[src/rtl/parity_pkg.sv]
// Shared definitions for the UART parity unit: parity modes, RX checker states
// and the mode-to-parity-bit mapping used by both the TX and RX paths.
package parity_pkg;

    localparam logic [1:0] PAR_EVEN  = 2'b00;
    localparam logic [1:0] PAR_ODD   = 2'b01;
    localparam logic [1:0] PAR_MARK  = 2'b10;
    localparam logic [1:0] PAR_SPACE = 2'b11;

    typedef enum logic [1:0] {
        RX_IDLE     = 2'b00,
        RX_ACC      = 2'b01,
        RX_WAIT_PAR = 2'b10
    } rx_state_t;

    // xor_in is the reduction XOR of the data bits; mark/space ignore it.
    function automatic logic par_sel(input logic [1:0] mode, input logic xor_in);
        case (mode)
            PAR_EVEN: return xor_in;
            PAR_ODD:  return ~xor_in;
            PAR_MARK: return 1'b1;
            default:  return 1'b0;
        endcase
    endfunction

endpackage

[src/rtl/parity_unit_if.sv]
// Bus bundle between the UART datapath and parity_unit.
// With PARITY_ERR_CNT_EN defined it also carries the error counter and its clear.
interface parity_unit_if #(parameter int WIDTH = 8);

    logic [WIDTH-1:0] P_DATA;
    logic             Data_Valid;
    logic             busy;
    logic             PAR_EN;
    logic [1:0]       PAR_TYP;
    logic             par_bit;
    logic             par_vld;
    logic             rx_bit_vld;
    logic             rx_bit;
    logic             rx_par_vld;
    logic             rx_par_bit;
    logic             rx_abort;
    logic             par_err;
    logic             chk_done;
`ifdef PARITY_ERR_CNT_EN
    logic [7:0]       err_cnt;
    logic             err_cnt_clr;

    modport master (
        output P_DATA, Data_Valid, busy, PAR_EN, PAR_TYP,
        output rx_bit_vld, rx_bit, rx_par_vld, rx_par_bit, rx_abort, err_cnt_clr,
        input  par_bit, par_vld, par_err, chk_done, err_cnt
    );

    modport slave (
        input  P_DATA, Data_Valid, busy, PAR_EN, PAR_TYP,
        input  rx_bit_vld, rx_bit, rx_par_vld, rx_par_bit, rx_abort, err_cnt_clr,
        output par_bit, par_vld, par_err, chk_done, err_cnt
    );
`else
    modport master (
        output P_DATA, Data_Valid, busy, PAR_EN, PAR_TYP,
        output rx_bit_vld, rx_bit, rx_par_vld, rx_par_bit, rx_abort,
        input  par_bit, par_vld, par_err, chk_done
    );

    modport slave (
        input  P_DATA, Data_Valid, busy, PAR_EN, PAR_TYP,
        input  rx_bit_vld, rx_bit, rx_par_vld, rx_par_bit, rx_abort,
        output par_bit, par_vld, par_err, chk_done
    );
`endif

endinterface

[src/rtl/parity_rx_chk.sv]
// RX parity checker: accumulates LSB-first data bits, then compares the parity bit.
// PARITY_ERR_CNT_EN adds a saturating 8-bit count of parity errors.
module parity_rx_chk
    import parity_pkg::*;
#(
    parameter int WIDTH = 8,
    parameter int CNT_W = $clog2(WIDTH + 1)
) (
    input  logic       clk,
    input  logic       rst_n,
    input  logic       par_en,
    input  logic [1:0] par_typ,
    input  logic       rx_bit_vld,
    input  logic       rx_bit,
    input  logic       rx_par_vld,
    input  logic       rx_par_bit,
    input  logic       rx_abort,
`ifdef PARITY_ERR_CNT_EN
    input  logic       err_cnt_clr,
    output logic [7:0] err_cnt,
`endif
    output logic       par_err,
    output logic       chk_done
);

    rx_state_t        state, state_nxt;
    logic [CNT_W-1:0] cnt, cnt_nxt, cnt_inc;
    logic             acc, acc_nxt;
    logic             err_nxt, done_nxt;

    assign cnt_inc = cnt + CNT_W'(1);

    always_ff @(posedge clk or negedge rst_n) begin
        if (!rst_n) begin
            state    <= RX_IDLE;
            cnt      <= '0;
            acc      <= 1'b0;
            par_err  <= 1'b0;
            chk_done <= 1'b0;
        end else begin
            state    <= state_nxt;
            cnt      <= cnt_nxt;
            acc      <= acc_nxt;
            par_err  <= err_nxt;
            chk_done <= done_nxt;
        end
    end

    // Abort wins over every strobe; in WAIT_PAR only the parity strobe matters.
    always_comb begin
        state_nxt = state;
        cnt_nxt   = cnt;
        acc_nxt   = acc;
        err_nxt   = 1'b0;
        done_nxt  = 1'b0;
        if (rx_abort) begin
            state_nxt = RX_IDLE;
            cnt_nxt   = '0;
            acc_nxt   = 1'b0;
        end else begin
            case (state)
                RX_IDLE: begin
                    if (rx_bit_vld) begin
                        acc_nxt   = rx_bit;
                        cnt_nxt   = CNT_W'(1);
                        state_nxt = (WIDTH == 1) ? RX_WAIT_PAR : RX_ACC;
                    end
                end
                RX_ACC: begin
                    if (rx_bit_vld) begin
                        acc_nxt = acc ^ rx_bit;
                        cnt_nxt = cnt_inc;
                        if (cnt_inc == CNT_W'(WIDTH)) begin
                            state_nxt = RX_WAIT_PAR;
                        end
                    end
                end
                RX_WAIT_PAR: begin
                    if (rx_par_vld) begin
                        err_nxt   = par_en && (rx_par_bit != par_sel(par_typ, acc));
                        done_nxt  = 1'b1;
                        state_nxt = RX_IDLE;
                        cnt_nxt   = '0;
                    end
                end
                default: begin
                    state_nxt = RX_IDLE;
                    cnt_nxt   = '0;
                    acc_nxt   = 1'b0;
                end
            endcase
        end
    end

`ifdef PARITY_ERR_CNT_EN
    always_ff @(posedge clk or negedge rst_n) begin
        if (!rst_n) begin
            err_cnt <= 8'd0;
        end else if (err_cnt_clr) begin
            err_cnt <= 8'd0;
        end else if (par_err && (err_cnt != 8'hFF)) begin
            err_cnt <= err_cnt + 8'd1;
        end
    end
`endif

endmodule

[src/rtl/parity_unit.sv]
// UART parity generator (TX, kept here) and checker (RX, in parity_rx_chk).
// Optional saturating error counter when PARITY_ERR_CNT_EN is defined.
module parity_unit
    import parity_pkg::*;
#(
    parameter int WIDTH = 8
) (
    input  logic          CLK,
    input  logic          RST,
    parity_unit_if.slave  bus
);

    localparam int CNT_W = $clog2(WIDTH + 1);

    logic tx_accept;
    logic tx_par_nxt;

    assign tx_accept  = bus.Data_Valid && !bus.busy;
    assign tx_par_nxt = bus.PAR_EN ? par_sel(bus.PAR_TYP, ^bus.P_DATA) : 1'b0;

    // par_bit only moves on an accepted frame so the serializer sees a stable bit.
    always_ff @(posedge CLK or negedge RST) begin
        if (!RST) begin
            bus.par_bit <= 1'b0;
            bus.par_vld <= 1'b0;
        end else begin
            bus.par_vld <= tx_accept;
            if (tx_accept) begin
                bus.par_bit <= tx_par_nxt;
            end
        end
    end

    parity_rx_chk #(
        .WIDTH (WIDTH),
        .CNT_W (CNT_W)
    ) u_rx_chk (
        .clk         (CLK),
        .rst_n       (RST),
        .par_en      (bus.PAR_EN),
        .par_typ     (bus.PAR_TYP),
        .rx_bit_vld  (bus.rx_bit_vld),
        .rx_bit      (bus.rx_bit),
        .rx_par_vld  (bus.rx_par_vld),
        .rx_par_bit  (bus.rx_par_bit),
        .rx_abort    (bus.rx_abort),
`ifdef PARITY_ERR_CNT_EN
        .err_cnt_clr (bus.err_cnt_clr),
        .err_cnt     (bus.err_cnt),
`endif
        .par_err     (bus.par_err),
        .chk_done    (bus.chk_done)
    );

endmodule

[src/flat_wrapper.sv]
// flat-port wrapper written by rule: the top's interface ports become plain ports
module parity_unit_flat import parity_pkg::*;
#(
    parameter int WIDTH = 8
)
  (CLK, RST, bus_P_DATA, bus_Data_Valid, bus_busy, bus_PAR_EN, bus_PAR_TYP, bus_rx_bit_vld, bus_rx_bit, bus_rx_par_vld, bus_rx_par_bit, bus_rx_abort, bus_par_bit, bus_par_vld, bus_par_err, bus_chk_done);
  parity_unit_if #(.WIDTH(WIDTH)) bus_i ();
  input  logic CLK;
  input  logic RST;
  input wire logic [$bits(bus_i.P_DATA)-1:0] bus_P_DATA;
  input wire logic [$bits(bus_i.Data_Valid)-1:0] bus_Data_Valid;
  input wire logic [$bits(bus_i.busy)-1:0] bus_busy;
  input wire logic [$bits(bus_i.PAR_EN)-1:0] bus_PAR_EN;
  input wire logic [$bits(bus_i.PAR_TYP)-1:0] bus_PAR_TYP;
  input wire logic [$bits(bus_i.rx_bit_vld)-1:0] bus_rx_bit_vld;
  input wire logic [$bits(bus_i.rx_bit)-1:0] bus_rx_bit;
  input wire logic [$bits(bus_i.rx_par_vld)-1:0] bus_rx_par_vld;
  input wire logic [$bits(bus_i.rx_par_bit)-1:0] bus_rx_par_bit;
  input wire logic [$bits(bus_i.rx_abort)-1:0] bus_rx_abort;
  output wire logic [$bits(bus_i.par_bit)-1:0] bus_par_bit;
  output wire logic [$bits(bus_i.par_vld)-1:0] bus_par_vld;
  output wire logic [$bits(bus_i.par_err)-1:0] bus_par_err;
  output wire logic [$bits(bus_i.chk_done)-1:0] bus_chk_done;
  assign bus_i.P_DATA = bus_P_DATA;
  assign bus_i.Data_Valid = bus_Data_Valid;
  assign bus_i.busy = bus_busy;
  assign bus_i.PAR_EN = bus_PAR_EN;
  assign bus_i.PAR_TYP = bus_PAR_TYP;
  assign bus_i.rx_bit_vld = bus_rx_bit_vld;
  assign bus_i.rx_bit = bus_rx_bit;
  assign bus_i.rx_par_vld = bus_rx_par_vld;
  assign bus_i.rx_par_bit = bus_rx_par_bit;
  assign bus_i.rx_abort = bus_rx_abort;
  assign bus_par_bit = bus_i.par_bit;
  assign bus_par_vld = bus_i.par_vld;
  assign bus_par_err = bus_i.par_err;
  assign bus_chk_done = bus_i.chk_done;
  parity_unit #(.WIDTH(WIDTH)) u_core (.CLK(CLK), .RST(RST), .bus(bus_i));
endmodule
[config.mk]
export PLATFORM = sky130hd
export DESIGN_NAME = parity_unit_flat
export DESIGN_NICKNAME = d
export VERILOG_FILES = /design/src/rtl/parity_pkg.sv /design/src/rtl/parity_unit_if.sv /design/src/rtl/parity_rx_chk.sv /design/src/rtl/parity_unit.sv /design/src/flat_wrapper.sv
export SDC_FILE = /design/constraint.sdc
export NUM_CORES = 1
export LEC_CHECK = 0
export CAP_MARGIN = 20
export CORE_MARGIN = 2
export CORE_UTILIZATION = 40
export CTS_CLUSTER_DIAMETER = 30
export DETAILED_ROUTE_END_ITERATION = 7
export PLACE_DENSITY = 0.73
export REMOVE_ABC_BUFFERS = 1
export SETUP_SLACK_MARGIN = 0.3
export SKIP_LAST_GASP = 1
export SYNTH_ARGS = -nofsm -noshare
export SYNTH_HDL_FRONTEND = slang
export SYNTH_HIERARCHICAL = 1
export SYNTH_SLANG_ARGS = --single-unit
[constraint.sdc]
create_clock -name CLK -period 1.9 [get_ports CLK]
set_clock_uncertainty 0.2 [all_clocks]
set_input_delay 0.285 -clock CLK [delete_from_list [all_inputs] [get_ports CLK]]
set_output_delay 0.285 -clock CLK [all_outputs]
set_load 0.02 [all_outputs]
==> impl_metrics.env <==
export IMPL_status="finished clean"
export IMPL_ctsRootBufferMaster="clkbuf_4"
export IMPL_cts_tree="built"
export IMPL_die_area_um2=2020
export IMPL_firstDrtPassIters=4
export IMPL_antenna_found_initial=0
export IMPL_startpoint_type="flop"
export IMPL_syn_inst=60
export IMPL_syn_avg_cell_area_um2=11.2
export IMPL_wl_um=1440
export IMPL_power_internal_uw=410
export IMPL_chipWidth_um=44.9
export IMPL_cp_arrival_ns=1.58
export IMPL_yosysMostFrequentCell="dfrtp_1"
export IMPL_pin_count=24
export IMPL_yosysTopAreaCellShare_pct=41.0
export IMPL_fmax_ghz=0.612
export IMPL_vias=562
export IMPL_power_density_nw_per_um2=573
export IMPL_synth_flop_cell="dfrtp_1"
export IMPL_cts_buffers=3
export IMPL_path_clk_slew_ns=0.07
export IMPL_fp_dieH_um=44.9
export IMPL_nFillCells=131
export IMPL_finalSetupViolations=0
export IMPL_grt_overflow_total=0
export IMPL_async_flop_share_pct=100
export IMPL_endpoint_kind="flop"
export IMPL_rsz0062_at_grt="true"
export IMPL_area_delta_synth_final_pct=45.3
export IMPL_fin_crit_ns=1.63
export IMPL_path_class="flop to flop"
export IMPL_placed_cell_area_um2=940
export IMPL_synth_commonest_cells="dfrtp_1, xnor2_1, nor2_1"
export IMPL_power_switching_share_pct=26.6
export IMPL_hold_viol=0
export IMPL_clkSinkCount=11
export IMPL_fin_util_pct=63.2
export IMPL_clkLatencyLatePin_ns=0.26
export IMPL_row_count=14
export IMPL_grt_max_degree=12
export IMPL_yosys_warnings=6
export IMPL_wl_per_cell_um=13.6
export IMPL_share_comb_of_total_power_pct=25.7
export IMPL_rr_worst_depth=3
export IMPL_p_sw_uw=148
export IMPL_max_slew_margin_pct=66.0
export IMPL_seqPwrFrac_pct=45.8
export IMPL_tightest_slew_ns=0.509
export IMPL_via_per_inst=5.30
export IMPL_place_congestion=0.776
export IMPL_period_share_pct=85.9
export IMPL_grt_pass1_vias=561
export IMPL_port_buffer_count=23
export IMPL_seq_area_frac_synth_pct=41.0
export IMPL_cp_max_fo=2
export IMPL_synth_top_cell_by_area="dfrtp_1"
export IMPL_grt_use_total_pct=16.3
export IMPL_cts_hold_buf=0
export IMPL_drtIter0Drc=15
export IMPL_syn_area_um2=671
export IMPL_cts_setup_buffers=0
export IMPL_grt_pass1_wl_um=2370
export IMPL_hp_class="primary input to asynchronous set/reset pin"
export IMPL_cts_max_path_buffers=2
export IMPL_drive_above_1_share_pct=20.0
export IMPL_drv_slew=0
export IMPL_synth_top_cells_by_area="dfrtp_1, xnor2_1, and4bb_2"
export IMPL_ant_nets=0
export IMPL_clock_power_share_pct=28.4
export IMPL_ir_drop_mv=0.408
export IMPL_rr_startpoint="u_core/u_rx_chk/state[0]$_DFFE_PN0P_"
export IMPL_synth_cell_types=32
export IMPL_finalInstanceArea_um2=975
export IMPL_yosys_register_bits=11
export IMPL_dp_hpwl_um=1120
export IMPL_r2r_end="u_core/u_rx_chk/cnt[0]$_DFFE_PN0P_"
export IMPL_h_tree_depth=1
export IMPL_synth_edff_count=0
export IMPL_initial_core_util_pct=43.5
export IMPL_nets=112
export IMPL_max_cap_violations=0
export IMPL_ff2ff_setup_slack_ns=0.27
export IMPL_antenna_cells=0
export IMPL_cp_data_required_time_ns=1.85
export IMPL_p_leak_uw=0.000452
export IMPL_core_um2=1540
export IMPL_drc=0
-- power by group through the flow --
stage	Clock, µW	Combinational [µW]	Sequential [µW]
2_1_floorplan	0	63.9	267
6_report	159	144	256
4_1_cts	166	145	256
3_5_place_dp	0	150	260
3_3_place_gp	0	148	260
5_1_grt	172	156	257
-- layout by cell type (no fill, tap or decap), drive strengths merged, types with 2 or more instances in the layout --
| master | count |
|---|---|
| clkbuf | 4 |
| nor3b | 2 |
| nor2b | 3 |
| nor2 | 4 |
| a22o | 3 |
| dfrtp | 11 |
| dlygate4sd2 | 13 |
| and4bb | 2 |
| inv | 2 |
| buf | 4 |
| xnor2 | 9 |
| nand3 | 2 |
| clkdlybuf4s50 | 9 |
-- cell families (layout without fill, tap and decap cells) --
kind of cell / after synthesis / in the layout / share of synthesized area [%]
AO/OA/AOI/OAI: 13 / 13 / 16.6
flip-flops: 11 / 11 / 41.0
buffers and inverters: 3 / 33 / 2.80
XOR/XNOR: 10 / 10 / 13.1
adder cells (fa/ha/maj): 1 / 1 / 1.87
AND/OR/NAND/NOR: 20 / 20 / 20.9
multiplexers: 2 / 2 / 3.73
-- timing repair --
| item | 4_1_cts | 5_1_grt |
|---|---|---|
| pin swaps | 9 | 1 |
| resized for setup | 16 | 2 |
| endpoints found under the setup margin | 11 | 7 |
| hold endpoints to repair | 0 | 0 |
-- stage by stage --
step	worst slack, ns	power [µW]	TNS (ns)	hold WS [ns]	cells
after global placement	-0.0713	408	-0.132	0.353	102
after floorplan	0.166	331	0	-0.211	59
after detailed placement	-0.0917	411	-0.294	0.358	102
final	0.267	558	0	0.157	106
after global routing	0.235	585	0	0.205	106
after CTS	0.223	566	0	0.170	106
-- worst max path at each step --
stage	start	endpoint	slack [ns]	cells past startpoint
3_5_place_dp	bus_rx_abort	u_core/u_rx_chk/cnt[0]$_DFFE_PN0P_	-0.09	4
2_1_floorplan	u_core/u_rx_chk/state[0]$_DFFE_PN0P_	u_core/u_rx_chk/cnt[0]$_DFFE_PN0P_	0.17	3
3_3_place_gp	bus_rx_abort	u_core/u_rx_chk/cnt[0]$_DFFE_PN0P_	-0.07	4
4_1_cts	u_core/u_rx_chk/state[0]$_DFFE_PN0P_	u_core/u_rx_chk/cnt[0]$_DFFE_PN0P_	0.22	3
6_report	u_core/u_rx_chk/state[0]$_DFFE_PN0P_	u_core/u_rx_chk/cnt[0]$_DFFE_PN0P_	0.27	3
5_1_grt	u_core/u_rx_chk/state[0]$_DFFE_PN0P_	u_core/u_rx_chk/cnt[0]$_DFFE_PN0P_	0.24	3
-- sequential cells by signal, indices dropped and copies added, names as in the netlist --
| register | count |
|---|---|
| u_core/u_rx_chk/chk_done | 1 |
| u_core/bus.par_bit | 1 |
| u_core/u_rx_chk/state | 2 |
| u_core/u_rx_chk/par_err | 1 |
| u_core/u_rx_chk/cnt | 4 |
| u_core/u_rx_chk/acc | 1 |
| u_core/bus.par_vld | 1 |
-- routing by layer --
layer / GRT usage [%] / vias up / wire, µm
li1: - / 285 / -
met1: 19.3 / 266 / 630
met2: 30.0 / 11 / 765
met3: 0 / 0 / 48
met4: 8.82 / 0 / 0
met5: 0 / - / 0
-- final cells by class --
class	instances	area (µm²)	area share [%]
flip-flops and latches	11	275	28.2
repair buffers	27	250	25.7
multi-input cells	46	395	40.6
inverters	2	7.51	0.770
well taps	16	20.0	2.05
clock buffers	4	26.3	2.70
-- critical path, cell delays in order (launching register included) --
cell     delay (ns)
dfrtp_1        0.40
or4b_4         0.51
o31ai_4        0.09
mux2_4         0.32
No activity file was read; power rests on OpenSTA's default activity.
